===== src/rtl/clock_pkg.sv =====
// clock_pkg: shared types, digit limits and helpers for the alarm-clock
// time-of-day chain.
//   bcd_t          one BCD digit (4 bits)
//   BCD_MAX_UNITS  highest value of a units digit (9)
//   BCD_MAX_TENS   highest value of a minutes/seconds tens digit (5)
//   bcd_clamp()    returns the digit, or 0 when it exceeds the given maximum
package clock_pkg;

  typedef logic [3:0] bcd_t;

  localparam bcd_t BCD_MAX_UNITS = 4'd9;
  localparam bcd_t BCD_MAX_TENS  = 4'd5;

  function automatic bcd_t bcd_clamp(input bcd_t digit, input bcd_t max_digit);
    return (digit > max_digit) ? 4'd0 : digit;
  endfunction

endpackage


===== src/rtl/min_sec_counter_bcd_digit.sv =====
// bcd_digit: one modulo-(MAX+1) BCD digit of the counting chain.
// Ports:
//   clk    in   system clock
//   reset  in   synchronous active-high clear (highest priority)
//   inc    in   advance by one, wrapping MAX -> 0
//   load   in   load d (takes precedence over inc)
//   d      in   value to load; the caller guarantees it is <= MAX
//   q      out  current digit
//   wrap   out  inc while at MAX: the carry into the next digit
module bcd_digit
  import clock_pkg::*;
#(
  parameter bcd_t MAX = BCD_MAX_UNITS
) (
  input  logic clk,
  input  logic reset,
  input  logic inc,
  input  logic load,
  input  bcd_t d,
  output bcd_t q,
  output logic wrap
);

  bcd_t q_reg;

  always_ff @(posedge clk) begin
    if (reset) begin
      q_reg <= '0;
    end else if (load) begin
      q_reg <= d;
    end else if (inc) begin
      q_reg <= (q_reg == MAX) ? 4'd0 : q_reg + 4'd1;
    end
  end

  assign q    = q_reg;
  assign wrap = inc && (q_reg == MAX);

endmodule


===== src/rtl/min_sec_counter.sv =====
// min_sec_counter: 1 Hz timebase plus MM:SS BCD counter for the alarm clock.
// Optional build macro: FAST_TICK_EN adds the 'fast' input, which turns every
// running cycle into a second tick for quick setting and simulation.
// Ports:
//   clk       in   system clock
//   reset     in   synchronous active-high reset, highest priority
//   run       in   1 = timebase advances, 0 = prescaler and digits frozen
//   set       in   load minutes from new_min, clear seconds and prescaler
//   new_min   in   BCD minutes {tens, units}; out-of-range digits load as 0
//   fast      in   (FAST_TICK_EN only) tick every cycle while running
//   min_t     out  minutes tens digit 0..5
//   min_u     out  minutes units digit 0..9
//   sec_t     out  seconds tens digit 0..5
//   sec_u     out  seconds units digit 0..9
//   sec_tick  out  one-cycle pulse on each 1 s boundary
//   hr_inc    out  one-cycle pulse on the 59:59 -> 00:00 rollover
module min_sec_counter
  import clock_pkg::*;
#(
  parameter int TICKS_PER_SEC = 50_000_000
) (
  input  logic       clk,
  input  logic       reset,
  input  logic       run,
  input  logic       set,
  input  logic [7:0] new_min,
`ifdef FAST_TICK_EN
  input  logic       fast,
`endif
  output bcd_t       min_t,
  output bcd_t       min_u,
  output bcd_t       sec_t,
  output bcd_t       sec_u,
  output logic       sec_tick,
  output logic       hr_inc
);

  localparam int PW = (TICKS_PER_SEC > 2) ? $clog2(TICKS_PER_SEC) : 1;
  localparam logic [PW-1:0] PRE_LAST = PW'(TICKS_PER_SEC - 1);

  logic [PW-1:0] pre_reg;
  logic          fast_mode;
  logic          tick;
  logic          sec_u_wrap;
  logic          sec_t_wrap;
  logic          min_u_wrap;
  logic          min_t_wrap;

`ifdef FAST_TICK_EN
  assign fast_mode = fast;
`else
  assign fast_mode = 1'b0;
`endif

  // A set or reset in the same cycle swallows the tick so that no carry
  // (and in particular no hr_inc) escapes while the chain is being loaded.
  assign tick = run && (fast_mode || (pre_reg == PRE_LAST)) && !set && !reset;

  always_ff @(posedge clk) begin
    if (reset || set || fast_mode) begin
      pre_reg <= '0;
    end else if (run) begin
      pre_reg <= (pre_reg == PRE_LAST) ? '0 : pre_reg + 1'b1;
    end
  end

  bcd_digit #(.MAX(BCD_MAX_UNITS)) u_sec_u (
    .clk(clk), .reset(reset), .inc(tick), .load(set), .d(4'd0),
    .q(sec_u), .wrap(sec_u_wrap)
  );

  bcd_digit #(.MAX(BCD_MAX_TENS)) u_sec_t (
    .clk(clk), .reset(reset), .inc(sec_u_wrap), .load(set), .d(4'd0),
    .q(sec_t), .wrap(sec_t_wrap)
  );

  bcd_digit #(.MAX(BCD_MAX_UNITS)) u_min_u (
    .clk(clk), .reset(reset), .inc(sec_t_wrap), .load(set),
    .d(bcd_clamp(new_min[3:0], BCD_MAX_UNITS)),
    .q(min_u), .wrap(min_u_wrap)
  );

  bcd_digit #(.MAX(BCD_MAX_TENS)) u_min_t (
    .clk(clk), .reset(reset), .inc(min_u_wrap), .load(set),
    .d(bcd_clamp(new_min[7:4], BCD_MAX_TENS)),
    .q(min_t), .wrap(min_t_wrap)
  );

  assign sec_tick = tick;
  // The carry out of the top digit is exactly the 59:59 tick.
  assign hr_inc   = min_t_wrap;

endmodule


===== config.mk =====
export PLATFORM = sky130hd
export DESIGN_NAME = min_sec_counter
export DESIGN_NICKNAME = d
export VERILOG_FILES = /design/src/rtl/clock_pkg.sv /design/src/rtl/min_sec_counter_bcd_digit.sv /design/src/rtl/min_sec_counter.sv
export SDC_FILE = /design/constraint.sdc
export NUM_CORES = 1
export LEC_CHECK = 0
export CORE_MARGIN = 3
export CORE_UTILIZATION = 57
export DETAILED_ROUTE_END_ITERATION = 16
export PLACE_DENSITY = 0.88
export SETUP_SLACK_MARGIN = 0.1
export SLEW_MARGIN = 30
export SYNTH_ARGS = -nofsm -noshare
export SYNTH_HDL_FRONTEND = slang
export SYNTH_HIERARCHICAL = 1
export SYNTH_SLANG_ARGS = --single-unit

===== constraint.sdc =====
create_clock -name clk -period 10.2 [get_ports clk]
set_clock_uncertainty 0.05 [all_clocks]
set_input_delay 2.04 -clock clk [delete_from_list [all_inputs] [get_ports clk]]
set_output_delay 2.04 -clock clk [all_outputs]
set_load 0.01 [all_outputs]

* Word-level counts from Yosys, hierarchy flattened
Index checks and enable logic that the tools add are counted.
W data, S select, Z words.
** Word-level totals
- Memories :: 0
- Logic and storage cells :: 41
- Output and inout bits :: 18
- RAM bits :: 0
- Bits of input ports :: 12
- Memory bits (read-only) :: 0
- Latch bits :: 0
- Register bits :: 42
** Cells by class
- Add/subtract/negate cells :: 5
- Reduce and logical (&&, ||, !) cells :: 13
- Divide/modulo/power cells :: 0
- Mux-type cells :: 11
- Multipliers :: 0
- Equality and inequality tests :: 5
- Bitwise logic cells :: 0
- Magnitude comparators :: 2
- Shift operators :: 0
** Operators by type and width (count)
- $mux W4 :: 10
- $add A26 B1 Y26 const B :: 1
- $eq A26 B26 Y1 const B :: 1
- $mux W26 :: 1
- $add A4 B1 Y4 const B :: 4
- $eq A4 B3 Y1 const B :: 2
- $eq A4 B4 Y1 const B :: 2
- $logic_and A1 B1 Y1 :: 7
- $gt A4 B3 Y1 const B :: 1
- $gt A4 B4 Y1 const B :: 1
- $reduce_bool A2 Y1 :: 2
- $logic_not A1 Y1 :: 2
- $reduce_or A2 Y1 :: 1
- $logic_or A1 B1 Y1 :: 1

* Logic depth before layout (Yosys ltp)
- Word-level depth :: 9
- Depth in mapped cells :: 14
- Mapped depth without buffers :: 13

* Cells and area by module
Netlist, hierarchy kept.
** By module, submodules not included
- min_sec_counter :: area each 1461.4 um^2, cells each 163, instances 1, seq. area each 520.5 um^2
- bcd_digit at u_min_u ... :: area each 245.2 um^2, cells each 28, instances 2, seq. area each 80.1 um^2
- bcd_digit at u_min_t ... :: area each 222.7 um^2, cells each 26, instances 2, seq. area each 80.1 um^2

* Worst setup path before layout
OpenSTA, ideal clock, no wires.
- Path type :: input-to-output
- Start point :: input port run
- End point :: output port hr_inc
- Path buffers :: 1
- Arrival time :: 5.401 ns
- Cell stages on the path :: 12
- Data required time :: 8.110 ns
- Path slack :: 2.709 ns
- Path through :: and3_1 nand2_4 buf_6 nor4_1 nand2_2 nor3_1 nand2_2 nor4_1 nand2_2 nor3_1 nand2_2 nor4_1
** On the way
- Cells in the longest elaborated chain, start to end :: 7
** RTL lines
- start: declaration :: RTL line min_sec_counter.sv:24 : input logic run,
- $logic_and A1 B1 Y1 (3 in series) :: RTL line min_sec_counter.sv:57 : assign tick = run && (fast_mode || (pre_reg == PRE_LAST)) && !set && !reset;
- via sec_tick :: RTL line min_sec_counter.sv:34 : output logic sec_tick,
- $logic_and A1 B1 Y1 :: RTL line min_sec_counter_bcd_digit.sv:37 : assign wrap = inc && (q_reg == MAX);
- via sec_u_wrap :: RTL line min_sec_counter.sv:44 : logic sec_u_wrap;
- $logic_and A1 B1 Y1 :: RTL line min_sec_counter_bcd_digit.sv:37
- via sec_t_wrap :: RTL line min_sec_counter.sv:45 : logic sec_t_wrap;
- $logic_and A1 B1 Y1 :: RTL line min_sec_counter_bcd_digit.sv:37
- via min_u_wrap :: RTL line min_sec_counter.sv:46 : logic min_u_wrap;
- $logic_and A1 B1 Y1 :: RTL line min_sec_counter_bcd_digit.sv:37
- end: declaration :: RTL line min_sec_counter.sv:35 : output logic hr_inc
The timed path passes the listed nets, and every way through them passes these cells.

* Worst setup path in the final report
- Start point :: input port set
- End point :: output port hr_inc
** On the way
- Cells in the longest elaborated chain, start to end :: 7
** RTL lines
- start: declaration :: RTL line min_sec_counter.sv:25 : input logic set,
- $logic_not A1 Y1 :: RTL line min_sec_counter.sv:57
- $logic_and A1 B1 Y1 (2 in series) :: RTL line min_sec_counter.sv:57
- $logic_and A1 B1 Y1 :: RTL line min_sec_counter_bcd_digit.sv:37
- via sec_u_wrap :: RTL line min_sec_counter.sv:44
- $logic_and A1 B1 Y1 :: RTL line min_sec_counter_bcd_digit.sv:37
- via sec_t_wrap :: RTL line min_sec_counter.sv:45
- $logic_and A1 B1 Y1 :: RTL line min_sec_counter_bcd_digit.sv:37
- via min_u_wrap :: RTL line min_sec_counter.sv:46
- $logic_and A1 B1 Y1 :: RTL line min_sec_counter_bcd_digit.sv:37
The timed path passes the listed nets, and every way through them passes these cells.

==> flow_summary.toml <==
[route]
wirelength_um = 5240
drt-vias-per-instance = 5.98
drc_errors = 0
wl_per_cell_um = 14.8
via_count = 2124
dr.pass1.iters = 4
drtIter0Drc = 108
ant_nets = 0

[timing]
fin_ws_ns = 1.29
tightest_slew_ns = 0.777
setup_viol = 0
max_freq_mhz = 112
slew_violations = 0
post-route-min-period_ns = 8.91
tns_ns = 0
hold_violations = 0
relSlewSlack_pct = 47.7
rsz0062_at_grt = "no"
finalCritPeriodShare_pct = 87.4

[global_route]
grt_pass1_vias = 1944
grt_overflow_total = 0
antenna_found_initial = 0
grt_start_max_net_pins = 30
gr-usage-all-layers_pct = 20.9
grt_pass1_wl_um = 8770

[layout]
layout-drive-gt1-share_pct = 11.1
fillerInstances = 297
seq_area_um2 = 841
fin_cells = 355
fin_nets = 320
mostFrequentLayoutCell = "dfxtp_1"
diodes = 0
area_growth_syn_to_layout_pct = 18.7
multiInputGateArea_mm2 = 0.00144
largest_reg_flops = 26
final_cell_mix = "42 x dfxtp_1, 29 x clkdlybuf4s50_1, 18 x inv_1"

[setup_path]
path_buf_inv = 4
crit_top_cell = "nand2_2"
end_kind = "output pin"
start_kind = "primary input"
crit_chain = "clkdlybuf4s50_1 > buf_4 > or2_1 > buf_4 > nor4_1 > nand2_2 > nor3_1 > nand2_2 > nor4_1 > nand2_2 > nor3_1 > nand2_2 > nor4_1 > clkdlybuf4s50_1"
cp_max_fo = 29
critical-path-max-stage-delay_ns = 0.72
critPathTopFamily = "simple AND/OR/NAND/NOR gates"
crit_required_ns = 8.11
slowest_stage = "nor4_1"
crit_arrival_ns = 6.82
crit_type = "primary input to output pin"

[synthesis]
synthFlopType = "dfxtp_1"
synth-xor-area-share_pct = 6.58
syn_area_per_cell_um2 = 8.85
synthMuxAreaShare_pct = 2.92
synth.distinct_cells = 52
synth_seq_cells = 42
synth_edf_count = 0
synthCells = 271
synth_area_mm2 = 0.00240
yosysWarnings = 6
seq_area_frac_synth_pct = 35.1
synth_compound_area_share_pct = 20.9
synth_top_family_by_area = "simple AND/OR/NAND/NOR gates"
synth_fa_ha_area_share_pct = 0.522
ys_async_sr_fraction_pct = 0
synthSimpleGateAreaFrac_pct = 27.7

[pwr]
power_leakage_nw = 0.977
ir_worst_vdd_uv = 85.2
p_per_area_mw_per_mm2 = 119

[floorplanning]
fp.coreArea_mm2 = 0.00385
start_util_pct = 62.2
pin_count = 30
rows = 22
die_w_um = 70.9
die-area_mm2 = 0.00502
die_y_um = 70.9

[clock_network]
cts.sink_count = 42
path_clk_slew_ns = 0.08
root_buffer = "clkbuf_8"
cts_resized = 0
cts_tree = "yes"
numCtsBuffers = 5
cts_buffer_depth = 2
post_cts_buffers = 0
htreeDepth = 2
cts_hold_buf = 0
clk_latency_ns = 0.29

[min_path]
hp-class = "flop to flop"

[placement]
gp_congestion = 0.793
place_inst = 348
io_buffer_count = 29
dp_hpwl_um = 3580
place_ws_ns = 1.41

[outcome]
status = "finished, final reports clean"

[flow_run]
drv_cap = 0
## where the power goes
| part | switching [mW] | internal (mW) |
|---|---|---|
| Combinational | 0.0156 | 0.0186 |
| Clock | 0.0534 | 0.0783 |
| Sequential | 0.00601 | 0.168 |
| Total | 0.0750 | 0.265 |
## cell usage after synthesis, drive strengths merged, types with 7 or more instances
| master | instances | area [um^2] |
|---|---|---|
| xor2 | 10 | 87.6 |
| nor2 | 10 | 37.5 |
| nand3 | 9 | 50.1 |
| a211oi | 11 | 113 |
| dfxtp | 42 | 841 |
| nand4 | 10 | 77.6 |
| buf | 8 | 58.8 |
| a21oi | 11 | 55.1 |
| nor3 | 11 | 60.1 |
| nand2 | 21 | 104 |
| xnor2 | 8 | 70.1 |
| inv | 20 | 75.1 |
| o21ai | 9 | 45.0 |
| mux2i | 7 | 70.1 |
| o31ai | 9 | 67.6 |
| or4 | 9 | 67.6 |
## routing by layer
metal  routed length (um)  global-route usage (%)
met5                    0                       0
met1                 2440                    28.3
met4                   49                    5.64
met3                  259                    4.69
met2                 2500                    33.8
## tightest hold or removal path: cells and delay by family (launching register included)
kind | cells | cell delay [ns]
flip-flops | 1 | 0.32
AO/OA/AOI/OAI | 2 | 0.13
## kinds of logic after synthesis
group	after synthesis
AND/OR/NAND/NOR	107
AO/OA/AOI/OAI	63
flip-flops	42
buffers and inverters	32
XOR/XNOR	18
multiplexers	7
adder cells (fa/ha/maj)	1
other	1
## path summary, 6_finish.rpt
| path | start | endpoint | cells past startpoint | slack [ns] |
|---|---|---|---|---|
| worst max register to register | pre_reg[4] | u_min_t/q[1] | 12 | 5.55 |
| worst min-delay path | pre_reg[23] | pre_reg[23] | 2 | 0.45 |
| worst max-delay path | set | hr_inc | 14 | 1.29 |
| worst min register to register | pre_reg[23] | pre_reg[23] | 2 | 0.45 |
## per-stage QoR
stage	utilization, %	area [um^2]	total power [mW]	hold WS, ns
global route	73.9	2850	0.352	0.483
floorplan	-	2430	0.194	0.410
CTS	73.9	2850	0.342	0.454
detailed placement	70.9	2730	0.211	0.444
global placement	70.9	2730	0.210	0.433
finish	73.9	2850	0.340	0.452
## area by class of cell
type                    count  area share, %
multi-input cells         205           50.5
flip-flops and latches     42           29.5
repair buffers             33           11.3
clock buffers               6           2.90
inverters                  20           2.64
well taps                  48           2.11
clock inverters             1           1.05
Power figures use the tool's default switching activity.
==> RTL change 1, RTL diff (same flow settings) <==
Change the package constant `BCD_MAX_UNITS` from 4'd9 to 4'd4.
--- a/src/rtl/clock_pkg.sv
+++ b/src/rtl/clock_pkg.sv
@@ -8,7 +8,7 @@
 
   typedef logic [3:0] bcd_t;
 
-  localparam bcd_t BCD_MAX_UNITS = 4'd9;
+  localparam bcd_t BCD_MAX_UNITS = 4'd4;
   localparam bcd_t BCD_MAX_TENS  = 4'd5;
 
   function automatic bcd_t bcd_clamp(input bcd_t digit, input bcd_t max_digit);
Formal check against the unedited RTL: not equivalent (Yosys sat finds a counterexample within 4 cycles, from zero or initial values and one cycle with reset high).
==> RTL change 1 against the original RTL <==
Global-route usage fell by 0.52 points. Setup slack gained 0.98 ns. Final area down 0.26%. Area after synthesis up 1.1%. Routed wire length shrank 5.9%. Via count down 0.61%. Hold slack worse by 0.0012 ns. Fmax is 12% higher. Synthesized cell count rose by 3.0%. Total power shrank 7.1%. Sequential cell count stayed put. Highest routed layer unchanged.
==> RTL change 1: results <==
[place]
post-place-ws_ns = 1.91
place.detailed.hpwl_um = 3500
place_congestion = 0.820
port_buffers = 29
place_area_um2 = 2740

[clock_tree]
clkSlewWorstSetupHoldPaths_ns = 0.07
clk_path_buf_depth = 2
cts_root_buf = clkbuf_8
cts_made_buffers = 5
cts_max_level = 2
postCtsSetupRepairBufs = 0

[synthesis]
yosysUniqueCellTypes = 53
yosysSeqAreaShare = 0.347
async_reset_ff_frac = 0
ys_warn_count = 6
synth_common_cells = 42 x dfxtp_1, 24 x nor2_1, 21 x a21oi_1
synth.area.top_cells = dfxtp_1 35%, xor2_1 4.7%, a21oi_1 4.3%

[routing]
via_per_inst = 5.78
drtIter0Drc = 101
drt-total-wl_um = 4940
drtPass1Iterations = 4

[run_status]
status = finished, final reports clean

[sta]
maxSlewViolCount = 0
slew_headroom = 0.435

[final_layout]
layout.nets = 331
fill_cells = 323
largest_register_ffs = 26
drive_gt1_frac = 0.105

[min_path]
min_path_type = register to register

[global_routing]
grt_pass1_vias = 1984
grt_max_degree = 35
track_usage = 0.204
grt_pass1_wl_um = 8480

[power_and_ir_drop]
p_leak_nw = 0.957
vdd_ir_drop_max_v = 0.000100

[worst_setup_path]
cp.arrival_ns = 5.84
critPathMaxFanout = 18
RTL change 1: cell count changes in the layout (fill, tap and decap cells not counted), moves of 4 or more:
cell / unedited run / this run
nor3b_1: 3 / 8
or3_1: 4 / 8
or4_1: 9 / 4
nor3_1: 10 / 6
ha_1: 1 / 5
nor2_1: 10 / 24
nand2_1: 15 / 9
a211oi_2: 6 / 0
o31ai_1: 9 / 4
nand3_1: 8 / 15
a21oi_1: 11 / 21
RTL change 1: routing by layer:
| layer | global-route usage | wire [µm] |
|---|---|---|
| met1 | 0.258 | 2320 |
| met2 | 0.327 | 2260 |
| met3 | 0.0582 | 266 |
| met4 | 0.0835 | 86 |
| met5 | 0 | 0 |
RTL change 1: final cells by class:
type                       instances  area (µm²)  share of cell area
clock inverter                     1        5.00             0.00176
inverter                          17        63.8              0.0225
timing repair buffer              31         305               0.108
sequential                        42         841               0.296
tap                               50        62.6              0.0220
multi-input combinational        217        1480               0.520
clock buffer                       7        86.3              0.0304
RTL change 1: kinds of logic after synthesis:
| kind of cell | share of synthesized area |
|---|---|
| xor gates and xnor gates | 0.0650 |
| buffers and inverters | 0.0609 |
| adders and majority gates | 0.0258 |
| AOI/OAI and AO/OA | 0.150 |
| DFF | 0.347 |
| and+or+nand+nor | 0.329 |
| muxes | 0.0207 |
| other | 0.00155 |
RTL change 1: power breakdown:
part	total (W)	internal [W]	switching (W)
clock	0.000108	0.0000546	0.0000538
combinational	0.0000341	0.0000182	0.0000159
sequential	0.000173	0.000168	0.00000538
total	0.000316	0.000241	0.0000750
RTL change 1: final timing paths:
check | slack, ns | to | from | cells past startpoint
worst max-delay path | 2.27 | hr_inc | reset | 11
worst min register to register | 0.45 | pre_reg[18]$_SDFFE_PP0P_ | pre_reg[18]$_SDFFE_PP0P_ | 2
worst min-delay path | 0.45 | pre_reg[18]$_SDFFE_PP0P_ | pre_reg[18]$_SDFFE_PP0P_ | 2
worst max register to register | 6.90 | u_min_t/q[1]$_SDFFE_PP0P_ | pre_reg[7]$_SDFFE_PP0P_ | 11
RTL change 1: stage by stage:
step / hold WS (ns) / instances
6_report: 0.451 / 365
3_5_place_dp: 0.442 / 357
5_1_grt: 0.496 / 365
4_1_cts: 0.451 / 365
3_3_place_gp: 0.427 / 357
2_1_floorplan: 0.411 / 288
RTL change 1: critical path, cell delays in order:
cell and delay [ns]:
clkdlybuf4s50_1 0.76, or2_2 0.53, nor4_1 0.34, buf_4 0.22, and2_2 0.19, nand2_2 0.09
nor4_2 0.49, and2_2 0.33, nand2_2 0.09, nor4_1 0.18, clkdlybuf4s50_1 0.58
==> RTL change 2, RTL diff (same settings) <==
Made on the original files. Put a register stage on the outputs `sec_tick` and `hr_inc`, without a reset. The values now appear one clock later. The other outputs are not delayed to match. Comments in the files are not updated.
--- a/src/rtl/min_sec_counter.sv
+++ b/src/rtl/min_sec_counter.sv
@@ -86,9 +86,11 @@
     .q(min_t), .wrap(min_t_wrap)
   );
 
-  assign sec_tick = tick;
   // The carry out of the top digit is exactly the 59:59 tick.
-  assign hr_inc   = min_t_wrap;
+  always_ff @(posedge clk) begin
+    sec_tick <= tick;
+    hr_inc   <= min_t_wrap;
+  end
 
 endmodule
 
Check against the original RTL: same outputs for any inputs over 10 cycles, from zero or initial values and one cycle with reset high; that may be too few to reach the edited logic, so the function may still have changed.
==> RTL change 2 against the original RTL <==
Final area is 0.31% higher. Count of clock-buffer cells in the layout is 1 higher. Critical endpoint is now u_min_t/q[1]$_SDFFE_PP0P_. Via count fell by 0.28%. Total power down 3.7%. Area after synthesis is 1.7% higher. Setup slack better by 2.1 ns. Sequential cell count is 2 higher. Routed wire length fell by 4.1%. Fmax increased by 31%.
==> RTL change 2: results <==
[worst_setup_path]
critPathMaxFanout = 27
cp.arrival_ns = 6.95
cpPeakStageDelay_ns = 0.85
reg2reg_slack_ns = 5.59

[place]
place_area_um2 = 2760
place.detailed.hpwl_um = 3450
post-place-ws_ns = 3.10
dp.cells = 350
place_congestion = 0.808

[routing]
drt-total-wl_um = 5030
drtIter0Drc = 94
via_per_inst = 5.92
dr_total_vias = 2118
drtPass1Iterations = 4

[sta]
max_slew.worst_pin.slew_ns = 0.887
whs_ns = 0.460
max_freq_ghz = 0.147

[synthesis]
synth.area.top_cells = dfxtp_1 36%, xor2_1 3.6%, a211oi_2 3.1%
yosysSeqAreaShare = 0.361
avgSynthCellArea_um2 = 8.93
synth_common_cells = 44 x dfxtp_1, 18 x inv_1, 15 x nand2_1

[power_and_ir_drop]
p_int_w = 0.000249
comb-power_w = 0.0000334
power_frac_seq = 0.554
p_leak_nw = 0.971
vdd_ir_drop_max_v = 0.0000952
switching_share = 0.240

[global_routing]
grt_pass1_wl_um = 8510
grt_pass1_vias = 1867
grt_max_degree = 30
track_usage = 0.204

[clock_tree]
cts_root_buf = clkbuf_8

[run_status]
status = finished, final reports clean

[final_layout]
drive_gt1_frac = 0.107
layout.nets = 320
fill_cells = 310
==> RTL change 2: cell types whose count changed after synthesis <==
cell,before,now
dfxtp_1,42,44
==> RTL change 2: cell families after synthesis <==
kind of cell	after synthesis	synth area share
xor+xnor	18	0.0647
fa+ha+maj	1	0.00513
compound gates	63	0.205
mux	7	0.0287
other cells	1	0.00154
flops	44	0.361
simple gates	107	0.272
buf+inv	32	0.0611
==> RTL change 2: final timing paths <==
path	end	depth (start not counted)	startpoint
max	u_min_t/q[1]$_SDFFE_PP0P_	12	reset
min reg2reg	pre_reg[23]$_SDFFE_PP0P_	2	pre_reg[23]$_SDFFE_PP0P_
max reg2reg	u_min_t/q[1]$_SDFFE_PP0P_	12	pre_reg[3]$_SDFFE_PP0P_
min	pre_reg[23]$_SDFFE_PP0P_	2	pre_reg[23]$_SDFFE_PP0P_
==> RTL change 2: cell type report <==
class | instances | area share
Clock inverter | 1 | 0.00263
Tap cell | 50 | 0.0219
Timing Repair Buffer | 31 | 0.107
Clock buffer | 7 | 0.0302
Multi-Input combinational cell | 205 | 0.504
Sequential cell | 44 | 0.309
Inverter | 20 | 0.0263
==> RTL change 2: worst reg2reg max path, cell delays in order, from the launching register on <==
cell and delay, ns:
dfxtp_1 0.42, and4_1 0.47, nand2_4 0.20, nor4_1 0.81, nand2_2 0.15, nor3_1 0.49, nand2_2 0.15, nor4_1 0.55
nand2_2 0.14, nor3_1 0.47, nand2_2 0.14, a211o_1 0.30, a221oi_2 0.20
==> RTL change 2: routing by layer <==
metal | up-vias | track usage | wire length, µm
met5 | - | 0 | 0
met2 | 43 | 0.333 | 2470
met4 | 0 | 0.0605 | 54
met3 | 6 | 0.0477 | 204
li1 | 1071 | - | -
met1 | 998 | 0.270 | 2300
